### config.mk
export PLATFORM = sky130hd
export DESIGN_NAME = sync_fifo_param
export DESIGN_NICKNAME = d
export VERILOG_FILES = /design/src/rtl/fifo_pkg.sv /design/src/rtl/fifo_dpram.sv /design/src/rtl/sync_fifo_param.sv
export SDC_FILE = /design/constraint.sdc
export NUM_CORES = 1
export LEC_CHECK = 0
export ABC_CLOCK_PERIOD_IN_PS = 4350
export BUFFER_PORTS_ARGS = -buffer_cell sky130_fd_sc_hd__buf_4
export CAP_MARGIN = 10
export CELL_PAD_IN_SITES_DETAIL_PLACEMENT = 1
export CELL_PAD_IN_SITES_GLOBAL_PLACEMENT = 1
export CORE_UTILIZATION = 35
export DETAILED_ROUTE_END_ITERATION = 8
export PLACE_DENSITY = 0.58
export SLEW_MARGIN = 0
export SYNTH_ARGS = -nofsm -noshare
export SYNTH_HDL_FRONTEND = slang
export SYNTH_SLANG_ARGS = --single-unit
### constraint.sdc
create_clock -name clk -period 4.35 [get_ports clk]
set_clock_uncertainty 0.2 [all_clocks]
set_input_delay 0.6525 -clock clk [delete_from_list [all_inputs] [get_ports clk]]
set_output_delay 0.6525 -clock clk [all_outputs]
set_load 0.01 [all_outputs]
### src/rtl/fifo_pkg.sv
// -----------------------------------------------------------------------------
// fifo_pkg
// Purpose : shared sizing helpers, default parameter values and the read-mode
//           type used by the parametrised synchronous FIFO.
// Contents: addr_width()/cnt_width() sizing functions, DEF_* parameter
//           defaults, rd_mode_e (standard read vs first-word-fall-through).
// -----------------------------------------------------------------------------
package fifo_pkg;

  localparam int DEF_WIDTH  = 8;
  localparam int DEF_DEPTH  = 16;
  localparam int DEF_AF_LVL = 14;
  localparam int DEF_AE_LVL = 2;

  typedef enum logic {
    RD_STANDARD = 1'b0,
    RD_FWFT     = 1'b1
  } rd_mode_e;

  // Address bits needed to index DEPTH entries.
  function automatic int addr_width(input int depth);
    return $clog2(depth);
  endfunction

  // Occupancy counter must represent 0..DEPTH inclusive.
  function automatic int cnt_width(input int depth);
    return $clog2(depth) + 1;
  endfunction

endpackage

### src/rtl/fifo_dpram.sv
// -----------------------------------------------------------------------------
// fifo_dpram
// Purpose : simple dual-port RAM, one write port and one read port with a
//           registered output. Written so synthesis infers block memory.
//           Read-during-write to the same address returns the old contents.
// Ports   : clk        rising-edge clock
//           i_wr_en    write enable
//           i_wr_addr  write address
//           i_wr_data  write data
//           i_rd_en    read enable (output register holds when low)
//           i_rd_addr  read address
//           o_rd_data  registered read data (no reset; contents undefined
//                      until written)
// -----------------------------------------------------------------------------
module fifo_dpram #(
  parameter int WIDTH  = 8,
  parameter int ADDR_W = 4
) (
  input  logic              clk,
  input  logic              i_wr_en,
  input  logic [ADDR_W-1:0] i_wr_addr,
  input  logic [WIDTH-1:0]  i_wr_data,
  input  logic              i_rd_en,
  input  logic [ADDR_W-1:0] i_rd_addr,
  output logic [WIDTH-1:0]  o_rd_data
);

  logic [WIDTH-1:0] r_mem [0:(1<<ADDR_W)-1];
  logic [WIDTH-1:0] r_rd_data;

  always_ff @(posedge clk) begin
    if (i_wr_en) begin
      r_mem[i_wr_addr] <= i_wr_data;
    end
  end

  always_ff @(posedge clk) begin
    if (i_rd_en) begin
      r_rd_data <= r_mem[i_rd_addr];
    end
  end

  assign o_rd_data = r_rd_data;

endmodule

### src/rtl/sync_fifo_param.sv
// -----------------------------------------------------------------------------
// sync_fifo_param
// Purpose : parametrised single-clock FIFO using every one of DEPTH entries,
//           with occupancy count, programmable almost flags, overflow /
//           underflow pulses and optional first-word-fall-through reads.
// Ports   : clk           rising-edge clock
//           reset_n       asynchronous active-low reset
//           sclr          synchronous clear (beats wren/rden)
//           wren, din     write request and data
//           rden          read request
//           dout          read data
//           full          count == DEPTH
//           empty         no word available to read
//           almost_full   count >= AF_LVL
//           almost_empty  count <= AE_LVL
//           count         words held (includes FWFT output register)
//           overflow      1-cycle pulse after a wren while full
//           underflow     1-cycle pulse after a rden while empty
// -----------------------------------------------------------------------------
module sync_fifo_param
  import fifo_pkg::*;
#(
  parameter int WIDTH  = DEF_WIDTH,
  parameter int DEPTH  = DEF_DEPTH,
  parameter int AF_LVL = DEF_AF_LVL,
  parameter int AE_LVL = DEF_AE_LVL,
  parameter int FWFT   = 0
) (
  input  logic                        clk,
  input  logic                        reset_n,
  input  logic                        sclr,
  input  logic                        wren,
  input  logic [WIDTH-1:0]            din,
  input  logic                        rden,
  output logic [WIDTH-1:0]            dout,
  output logic                        full,
  output logic                        empty,
  output logic                        almost_full,
  output logic                        almost_empty,
  output logic [cnt_width(DEPTH)-1:0] count,
  output logic                        overflow,
  output logic                        underflow
);

  localparam int ADDR_W = addr_width(DEPTH);
  localparam int PTR_W  = ADDR_W + 1;
  localparam int CNT_W  = cnt_width(DEPTH);

  localparam logic [CNT_W-1:0] C_DEPTH = CNT_W'(DEPTH);
  localparam logic [CNT_W-1:0] C_AF    = CNT_W'(AF_LVL);
  localparam logic [CNT_W-1:0] C_AE    = CNT_W'(AE_LVL);

  localparam rd_mode_e MODE = (FWFT != 0) ? RD_FWFT : RD_STANDARD;

  logic [PTR_W-1:0]  r_wr_ptr;
  logic [PTR_W-1:0]  r_rd_ptr;
  logic [CNT_W-1:0]  r_count;
  logic              r_full;
  logic              r_empty;
  logic              r_almost_full;
  logic              r_almost_empty;
  logic              r_overflow;
  logic              r_underflow;

  logic              w_wr_acc;
  logic              w_rd_acc;
  logic              w_ram_we;
  logic              w_ram_rd_en;
  logic [ADDR_W-1:0] w_ram_rd_addr;
  logic [WIDTH-1:0]  w_ram_q;
  logic [PTR_W-1:0]  w_wr_ptr_next;
  logic [PTR_W-1:0]  w_rd_ptr_next;
  logic [CNT_W-1:0]  w_count_next;

  // Acceptance uses the registered flags, so a write to a full FIFO is
  // rejected even when a read frees a slot on the same edge.
  assign w_wr_acc = wren & ~r_full  & ~sclr;
  assign w_rd_acc = rden & ~r_empty & ~sclr;

  // count covers every word held, whether in RAM or the FWFT output register.
  assign w_count_next  = r_count + CNT_W'(w_wr_acc) - CNT_W'(w_rd_acc);
  assign w_wr_ptr_next = r_wr_ptr + PTR_W'(w_ram_we);

  fifo_dpram #(
    .WIDTH  (WIDTH),
    .ADDR_W (ADDR_W)
  ) u_ram (
    .clk       (clk),
    .i_wr_en   (w_ram_we),
    .i_wr_addr (r_wr_ptr[ADDR_W-1:0]),
    .i_wr_data (din),
    .i_rd_en   (w_ram_rd_en),
    .i_rd_addr (w_ram_rd_addr),
    .o_rd_data (w_ram_q)
  );

  // Pointers, count and flags. Flags are computed from the next count and
  // registered, so nothing combinational reaches them from wren/rden.
  always_ff @(posedge clk or negedge reset_n) begin
    if (!reset_n) begin
      r_wr_ptr       <= '0;
      r_rd_ptr       <= '0;
      r_count        <= '0;
      r_full         <= 1'b0;
      r_empty        <= 1'b1;
      r_almost_full  <= 1'b0;
      r_almost_empty <= 1'b1;
      r_overflow     <= 1'b0;
      r_underflow    <= 1'b0;
    end else if (sclr) begin
      r_wr_ptr       <= '0;
      r_rd_ptr       <= '0;
      r_count        <= '0;
      r_full         <= 1'b0;
      r_empty        <= 1'b1;
      r_almost_full  <= 1'b0;
      r_almost_empty <= 1'b1;
      r_overflow     <= 1'b0;
      r_underflow    <= 1'b0;
    end else begin
      r_wr_ptr       <= w_wr_ptr_next;
      r_rd_ptr       <= w_rd_ptr_next;
      r_count        <= w_count_next;
      r_full         <= (w_count_next == C_DEPTH);
      r_empty        <= (w_count_next == '0);
      r_almost_full  <= (w_count_next >= C_AF);
      r_almost_empty <= (w_count_next <= C_AE);
      r_overflow     <= wren & r_full;
      r_underflow    <= rden & r_empty;
    end
  end

  generate
    if (MODE == RD_STANDARD) begin : gen_std
      // Forces dout to zero from reset/clear until the first accepted read,
      // so the uninitialised RAM output register is never visible.
      logic r_dout_clr;

      assign w_ram_we      = w_wr_acc;
      assign w_ram_rd_en   = w_rd_acc;
      assign w_ram_rd_addr = r_rd_ptr[ADDR_W-1:0];
      assign w_rd_ptr_next = r_rd_ptr + PTR_W'(w_rd_acc);

      always_ff @(posedge clk or negedge reset_n) begin
        if (!reset_n) begin
          r_dout_clr <= 1'b1;
        end else if (sclr) begin
          r_dout_clr <= 1'b1;
        end else if (w_rd_acc) begin
          r_dout_clr <= 1'b0;
        end
      end

      assign dout = r_dout_clr ? '0 : w_ram_q;
    end else begin : gen_fwft
      // The RAM holds only the words behind the output register; the output
      // register is valid exactly when the FIFO is not empty.
      logic [WIDTH-1:0] r_out_data;
      logic [WIDTH-1:0] r_fwd_data;
      logic             r_fwd_valid;
      logic             w_need_load;
      logic             w_mem_has;
      logic             w_load_mem;
      logic             w_load_byp;
      logic [WIDTH-1:0] w_head;

      assign w_mem_has   = (r_wr_ptr != r_rd_ptr);
      assign w_need_load = r_empty | w_rd_acc;
      assign w_load_mem  = w_need_load & w_mem_has & ~sclr;
      // Nothing queued in RAM: a write goes straight to the output register.
      assign w_load_byp  = w_need_load & ~w_mem_has & w_wr_acc;

      assign w_ram_we      = w_wr_acc & ~w_load_byp;
      assign w_rd_ptr_next = r_rd_ptr + PTR_W'(w_load_mem);

      // Read the future head address every cycle so the next word is already
      // sitting at the RAM output when the consumer pops.
      assign w_ram_rd_en   = 1'b1;
      assign w_ram_rd_addr = w_rd_ptr_next[ADDR_W-1:0];

      // A write landing on the address being prefetched returns stale RAM
      // data; the forwarded copy of din stands in for it.
      assign w_head = r_fwd_valid ? r_fwd_data : w_ram_q;

      always_ff @(posedge clk or negedge reset_n) begin
        if (!reset_n) begin
          r_out_data  <= '0;
          r_fwd_data  <= '0;
          r_fwd_valid <= 1'b0;
        end else if (sclr) begin
          r_out_data  <= '0;
          r_fwd_valid <= 1'b0;
        end else begin
          if (w_load_mem) begin
            r_out_data <= w_head;
          end else if (w_load_byp) begin
            r_out_data <= din;
          end
          r_fwd_valid <= w_ram_we &
                         (r_wr_ptr[ADDR_W-1:0] == w_rd_ptr_next[ADDR_W-1:0]);
          r_fwd_data  <= din;
        end
      end

      assign dout = r_out_data;
    end
  endgenerate

  assign full         = r_full;
  assign empty        = r_empty;
  assign almost_full  = r_almost_full;
  assign almost_empty = r_almost_empty;
  assign count        = r_count;
  assign overflow     = r_overflow;
  assign underflow    = r_underflow;

endmodule
==> results.md, run 1 <==
- RSZ-0062 raised after global routing: no
- Final WS setup: 1.44 ns
- Number of global-route vias before repair: 3,457
- Post-synth EDFFs: between 100 and 150
- Crit path cell chain: buf_4 -> nor3b_1 -> o21ai_0 -> o21ai_0 -> ha_1 -> inv_1 -> fa_1 -> nor2b_1 -> o21ai_0 -> nand3_1 -> nor3b_2 -> and4_1
- Vias/cell: 5.18
- H-tree depth: 4
- Lkg Pwr: 0.00252 µW
- Register area share after synthesis: 72.6%
- Die X: 136 µm
- Post-synth cell types: 38
- Final hold violation count: 0
- # rows: 48
- Cts repair resizes: 0
- Full die area: between 15,000 and 20,000 µm²
- Post-CTS Setup Bufs: 0
- Fraction of layout cells with a size suffix above 1: 25.1%
- CP delay by family, top: simple AND/OR/NAND/NOR gates
- Pre-CTS setup slack: 0.991 ns
- Count of pins over their slew limit: 0
- Buf/Inv on CP: 2
- CTS tree: done
- Max Cap Violations: 0
- Mapped Area: around 6300 µm²
- Slew margin rel.: a little under 30%
- Post-Syn Nets: around 390
- Setup CP Type: in2reg
- Final Cycle Share: 66.8%
- Fraction of registers with async set/reset: 12.8%
- Nets: 432
- Count of final setup violators: 0
- Antenna Cells: 0
- Via count: 3,352
- Main synth FF type: edfxtp_1
- All-Layer GR Usage: between 10% and 20%
- #FFs+latches synth: 156
- Worst Path Required: about 4.5 ns
- Clock Path Buffers: 2
- IO Pins: 32
- TNS Setup: 0 ns
- Reg2reg setup slack: 1.51 ns
- PD cells: 514 nW/µm²
- First-pass GRT wire length: between 20,000 and 25,000 µm
- Clock Sinks: 156
- Area growth, synth to finish: 17.0%
- Largest net degree at the start of global routing: 34
- Filler cell count: between 1,500 and 2,000
- Util after Layout: 42.3%
- Skew-Pair Late Insertion Delay: between 0.4 and 0.5 ns
- TritonCTS buffer count: 17
- Worst setup EP type: flop
- Hold Crit Class: in2reg
- Antenna-violating nets left: 0
- Yosys warns: 0
- Crit Path Max Fanout: 22
- Core Region: 17,500 µm²
- Most used cell, CP: o21ai_0
- Wirelength, routed: 14,500 µm
- 1st-iter DRT viols: 283
- WL/cell: between 20 and 25 µm
- CP Data Arrival Time: ~3.1 ns
- DR pass1 iterations: 6
- DP HPWL: 9180 µm
- CTS root buf: clkbuf_16
- Initial Utilization: 36.2%
- PortBufs: 31
- CTS clk-pin slew, worst paths: 0.06 ns
- Fmax: ~340 MHz
- Fin crit period: 2.91 ns
- GPL Wtd Cong: 0.749
- Die H: 136 µm
- DRC viols: 0
- Status: finished, final reports clean
- Startpoint types: input port
- Cell count after synthesis: around 370
- Initial antenna violation count: 0
- CP max stage cell: fa_1
- Syn Area/Cell: ~17 µm²
- GRT overflow: 0
- Peak supply drop: 0.000249 V
- Max stage delay on crit path: 0.40 ns
- Worst-Margin Slew: 1.06 ns
[synthesized netlist by cell type, types with 2 or more instances]
cell type  count  area share (%)
nand3_1        3            0.24
xnor2_1        2            0.28
nand2_1       12            0.71
mux4_2        16             5.7
a221oi_2       8             1.9
dfstp_2        3             1.2
nor3b_1        3            0.36
a21oi_1       11            0.87
o21ai_0       19             1.5
nand2b_1       2            0.20
mux2i_1       24             3.8
a22oi_1        8            0.95
clkbuf_1       5            0.30
inv_1          9            0.53
buf_6          2            0.36
or3_1          2            0.20
ha_1           8             1.6
buf_2          5            0.40
nor3_1         3            0.24
edfxtp_1     136              65
dfrtp_1       17             6.7
xor2_1         5            0.69
buf_4          4            0.47
nor2b_1       17             1.7
mux2_2         8             1.4
nor2_1        23             1.4
[layout by cell type (no fill, tap or decap), types with 12 or more instances in the layout]
master     synthesis  routed
buf_4              4      38
mux4_2            16      16
o21ai_0           19      19
dfrtp_1           17      16
mux2i_1           24      24
nor2_1            23      23
edfxtp_1         136     136
nand2_1           12      12
clkbuf_16          0      17
nor2b_1           17      17
[repair_timing]
action / in CTS / in global routing
endpoints found under the setup margin: 0 / 0
hold buffers: 1 / 0
hold endpoints to repair: 17 / 0
[registers in the layout, summed over array words and instances (netlist names)]
name                count
empty                   1
u_ram.o_rd_data         8
underflow               1
full                    1
overflow                1
almost_full             1
almost_empty            1
u_ram.r_mem           128
r_wr_ptr                4
gen_std.r_dout_clr      1
count                   5
r_rd_ptr                4
[kinds of logic (layout without fill, tap and decap cells)]
group,after synthesis,in the layout,synth area share [%]
buffers and inverters,25,80,2.06
adder cells (fa/ha/maj),9,9,1.90
XOR/XNOR,7,7,0.970
AO/OA/AOI/OAI,49,49,5.56
multiplexers,48,48,10.9
AND/OR/NAND/NOR,73,73,6.03
flip-flops,156,156,72.6
[worst paths after layout]
check                                 from  cells past startpoint                              to
max in group asynchronous          reset_n                      2  gen_std.r_dout_clr$_DFFE_PN1P_
min reg2reg                empty$_DFF_PN1_                      1             underflow$_DFF_PN0_
min                                   rden                      2             underflow$_DFF_PN0_
max reg2reg                empty$_DFF_PN1_                     11                  full$_DFF_PN0_
max                                   sclr                     12                  full$_DFF_PN0_
min in group asynchronous          reset_n                      2              count[4]$_DFF_PN0_
[metrics by stage]
| stage | instance area (µm²) | cells | total power, µW | hold WS [ns] |
|---|---|---|---|---|
| final | 7400 | 647 | 3800 | 0.317 |
| after global routing | 7400 | 647 | 3950 | 0.317 |
| after CTS | 7400 | 647 | 3840 | 0.289 |
| after detailed placement | 6820 | 615 | 2380 | 0.351 |
| after global placement | 6820 | 615 | 2360 | 0.345 |
| after floorplan | 6320 | 367 | 2140 | 0.157 |
[layer usage]
layer	wire [µm]	up-vias	share of wire, %	track usage, %
met4	290	0	2.0	7.72
li1	-	1503	-	-
met1	6770	1782	47	23.1
met2	6950	53	48	26.6
met5	0	-	0	0
met3	450	14	3.1	3.06
[report_power, final]
group / leakage (µW) / internal [µW] / switching [µW]
sequential: 0.00149 / 1710 / 70.7
clock: 0.000276 / 851 / 612
combinational: 0.000760 / 252 / 307
total: 0.00252 / 2810 / 990
[final cells by class]
type                    instances  area [µm²]  area share, %
clock buffers                  19         433           5.85
clock inverters                12         140           1.89
inverters                       9        33.8          0.457
multi-input cells             186        1610           21.7
flip-flops and latches        156        4590           62.0
well taps                     225         282           3.81
repair buffers                 40         315           4.26
(Power assumes the default switching activity.)
==> run 2: changes to the inputs <==
- ABC_AREA: default -> 1
- ABC_CLOCK_PERIOD_IN_PS: 4350 -> 2700
- PLACE_DENSITY: 0.58 -> 0.61
- clock period: 4.35 -> 2.7 ns (I/O delays scaled with it)
==> run 2 against run 1 <==
Clock-buffer cell count is 1 higher. Critical path depth is 2 higher. Global-route usage is 1.4 points higher. Highest routed layer unchanged.
==> results.md, run 2 <==
- Antenna-violating nets left: 0 (unchanged)
- Cell with the most instances after synthesis: edfxtp_1 (unchanged)
- DR pass1 iterations: 4 (was 6)
- # rows: 50 (was 48)
- GPL Wtd Cong: 0.794 (was 0.749)
- Status: finished, final reports clean (unchanged)
- Slew margin rel.: 63.3% (was 29.4%)
- Crit path cell chain: nand3b_1 -> inv_1 -> o21ai_0 -> nand2_1 -> ha_1 -> inv_1 -> fa_1 -> inv_1 -> nand3_1 -> nand2_1 -> nand2_1 -> nand2_1 -> nand2_1 -> o21ai_0 (was buf_4 -> nor3b_1 -> o21ai_0 -> o21ai_0 -> ha_1 -> inv_1 -> fa_1 -> nor2b_1 -> o21ai_0 -> nand3_1 -> nor3b_2 -> and4_1)
- Count of final setup violators: 0 (unchanged)
- Count of pins over their slew limit: 0 (unchanged)
- Full die area: 19,500 µm² (was 18,600 µm²)
- Skew-Pair Late Insertion Delay: 0.43 ns (was 0.42 ns)
- Initial Utilization: 35.6% (was 36.2%)
- CP max stage cell: dfrtp_1 (was fa_1)
- Fraction of layout cells with a size suffix above 1: 16.4% (was 25.1%)
- Fraction of registers with async set/reset: 12.8% (unchanged)
- CTS tree: done (unchanged)
- CP Data Arrival Time: 2.52 ns (was 3.06 ns)
- Clock Path Buffers: 2 (unchanged)
- First-pass GRT wire length: 26,600 µm (was 21,800 µm)
- Die H: 140 µm (was 136 µm)
- Main synth FF type: edfxtp_1 (unchanged)
- #FFs+latches synth: 156 (unchanged)
- Max Cap Violations: 0 (unchanged)
- Syn Area/Cell: 11.0 µm² (was 17.2 µm²)
- Worst setup EP type: flop (unchanged)
- Crit Path Max Fanout: 3 (was 22)
- 1st-iter DRT viols: 280 (was 283)
- Post-Syn Nets: 623 (was 389)
- Vias/cell: 4.87 (was 5.18)
- Area growth, synth to finish: 17.8% (was 17.0%)
- Met3 Use GR: 4.03% (was 3.06%)
- Largest cells by area after synthesis: edfxtp_1 (62%), nand2_1 (7.3%), dfrtp_1 (6.4%) (was edfxtp_1 (65%), dfrtp_1 (6.7%), mux4_2 (5.7%))
- M1 GR Usage: 22.8% (was 23.1%)
- Initial antenna violation count: 0 (unchanged)
- Lkg Pwr: 0.00300 µW (was 0.00252 µW)
- Die X: 140 µm (was 136 µm)
- Antenna Cells: 0 (unchanged)
- Wirelength, routed: 16,700 µm (was 14,500 µm)
- Number of global-route vias before repair: 4,623 (was 3,457)
- Post-synth EDFFs: 136 (unchanged)
- Area leader, netlist: edfxtp_1 (unchanged)
- DRC viols: 0 (unchanged)
- # placed instances: 870 (was 615)
- PortBufs: 31 (unchanged)
- Most common cell after layout, fill and taps aside: edfxtp_1 (unchanged)
- Worst-Margin Slew: 0.550 ns (was 1.06 ns)
- Grt peak-use layer: met2 (unchanged)
- PD cells: 758 nW/µm² (was 514 nW/µm²)
- Via count: 4,395 (was 3,352)
- Final Cycle Share: 87.8%
- Core Region: 18,600 µm² (was 17,500 µm²)
- CTS root buf: clkbuf_16 (unchanged)
- Post-synth cell types: 25 (was 38)
- CTS clk-pin slew, worst paths: 0.06 ns (about the same)
- RSZ-0062 raised after global routing: no (unchanged)
- Clock Sinks: 156 (unchanged)
- Mapped Area: 6640 µm² (was 6320 µm²)
- H-tree depth: 4 (unchanged)
- Peak supply drop: 0.000531 V (was 0.000249 V)
- All-Layer GR Usage: 18.5% (was 17.0%)
- TritonCTS buffer count: 17 (unchanged)
- Hold Crit Class: in2reg (unchanged)
- Commonest non-fill, non-tap cells in the layout: edfxtp_1 (136), nand2_1 (129), nor2_1 (95) (was edfxtp_1 (136), buf_4 (38), mux2i_1 (24))
- Nets: 678 (was 432)
- TNS Setup: 0 ns (unchanged)
- Yosys warns: 0 (unchanged)
- Finished Layout Cells: 903 (was 647)
- GRT overflow: 0 (unchanged)
- Grt met2 use: 31.8% (was 26.6%)
- Fmax: about 420 MHz
- Register area share after synthesis: 69.1% (was 72.6%)
- Filler cell count: 2,064 (was 1,712)
- Commonest cells post-synth: edfxtp_1 (136), nand2_1 (129), nor2_1 (95) (was edfxtp_1 (136), mux2i_1 (24), nor2_1 (23))
- Max reg flops: 128 (unchanged)
- Fin crit period: 2.37 ns
- Largest net degree at the start of global routing: 74 (was 34)
- Final hold violation count: 0 (unchanged)
- Util after Layout: 42.0% (was 42.3%)
- Area of the multi-input gates: 1710 µm² (was 1610 µm²)
- Startpoint types: flop (was input port)
- WL/cell: 18.5 µm (was 22.3 µm)
- Max stage delay on crit path: 0.40 ns (about the same)
- DP HPWL: 11,000 µm (was 9180 µm)
- Synth top area share: 61.5% (was 64.6%)
- Worst Path Required: 2.85 ns (was 4.50 ns)
- Most used cell, CP: nand2_1 (was o21ai_0)
- Cell count after synthesis: 601 (was 367)
- Register area: 4590 µm² (unchanged)
- Biggest register: u_ram.r_mem (unchanged)
- Setup CP Type: reg2reg (was in2reg)
- IO Pins: 32 (unchanged)
## run 2: cell types whose count changed after synthesis, moves of 10 or more
cell     change
mux2i_1     -24
nand2_1    +117
nor2_1      +72
o21ai_1     +11
a21oi_1     +10
nand3_1     +59
nor2_2      +12
mux4_2      -16
nor2b_1     -17
buf_2       +10
inv_1       +36
## run 2: final cells by class
cell class,count,share of cell area (%)
timing repair buffer,62,6.30
clock inverter,12,1.58
multi-input combinational,371,21.8
tap,234,3.74
clock buffer,20,5.58
sequential,156,58.7
inverter,48,2.30
## run 2: worst max-delay path, delay by kind of cell, from the launching register on
kind	cells	cell delay [ns]
AOI/OAI and AO/OA	2	0.18
adders and majority gates	2	0.58
buffers and inverters	3	0.25
and+or+nand+nor	7	0.69
DFF	1	0.40
## run 2: per-layer routing
| metal | part of all wire, % | up-vias |
|---|---|---|
| li1 | - | 2139 |
| met1 | 46 | 2188 |
| met2 | 51 | 51 |
| met3 | 2.2 | 17 |
| met4 | 1.4 | 0 |
| met5 | 0 | - |
## run 2: worst paths after layout
| path | slack [ns] | start | cells after the start | to |
|---|---|---|---|---|
| setup / recovery | 0.33 | full$_DFF_PN0_ | 14 | almost_full$_DFF_PN0_ |
| max in group asynchronous | 1.84 | reset_n | 2 | gen_std.r_dout_clr$_DFFE_PN1P_ |
| hold reg to reg | 0.35 | empty$_DFF_PN1_ | 2 | underflow$_DFF_PN0_ |
| min in group asynchronous | 0.18 | reset_n | 2 | full$_DFF_PN0_ |
| setup reg to reg | 0.33 | full$_DFF_PN0_ | 14 | almost_full$_DFF_PN0_ |
| hold / removal | 0.02 | wren | 3 | overflow$_DFF_PN0_ |
## run 2: repair_timing
action                                 CTS  global route
resized for setup                        0             0
endpoints found under the hold margin   20             0
setup endpoints to repair                0             0
setup buffers                            0             0
hold buffers                             1             0
## run 2: power breakdown
| part | switching (µW) | leakage, µW | internal [µW] |
|---|---|---|---|
| clock network | 942 | 0.000267 | 1350 |
| logic | 541 | 0.00125 | 309 |
| registers | 64.1 | 0.00149 | 2720 |
## run 2: logic make-up after synthesis
kind of cell	count (synthesis)	synth area share [%]
compound gates	60	5.03
xor+xnor	1	0.132
fa+ha+maj	9	1.81
buf+inv	74	5.20
flops	156	69.1
simple gates	301	18.7
## run 2: through the flow
step / total power, µW / hold WS [ns] / instance area, µm² / setup WS [ns]
2_1_floorplan: 3370 / -0.0906 / 6640 / 0.365
3_3_place_gp: 3670 / 0.103 / 7250 / 0.194
3_5_place_dp: 3700 / 0.109 / 7250 / 0.124
4_1_cts: 6000 / 0.00966 / 7820 / 0.332
5_1_grt: 6190 / 0.0205 / 7820 / 0.0262
6_report: 5930 / 0.0238 / 7820 / 0.329
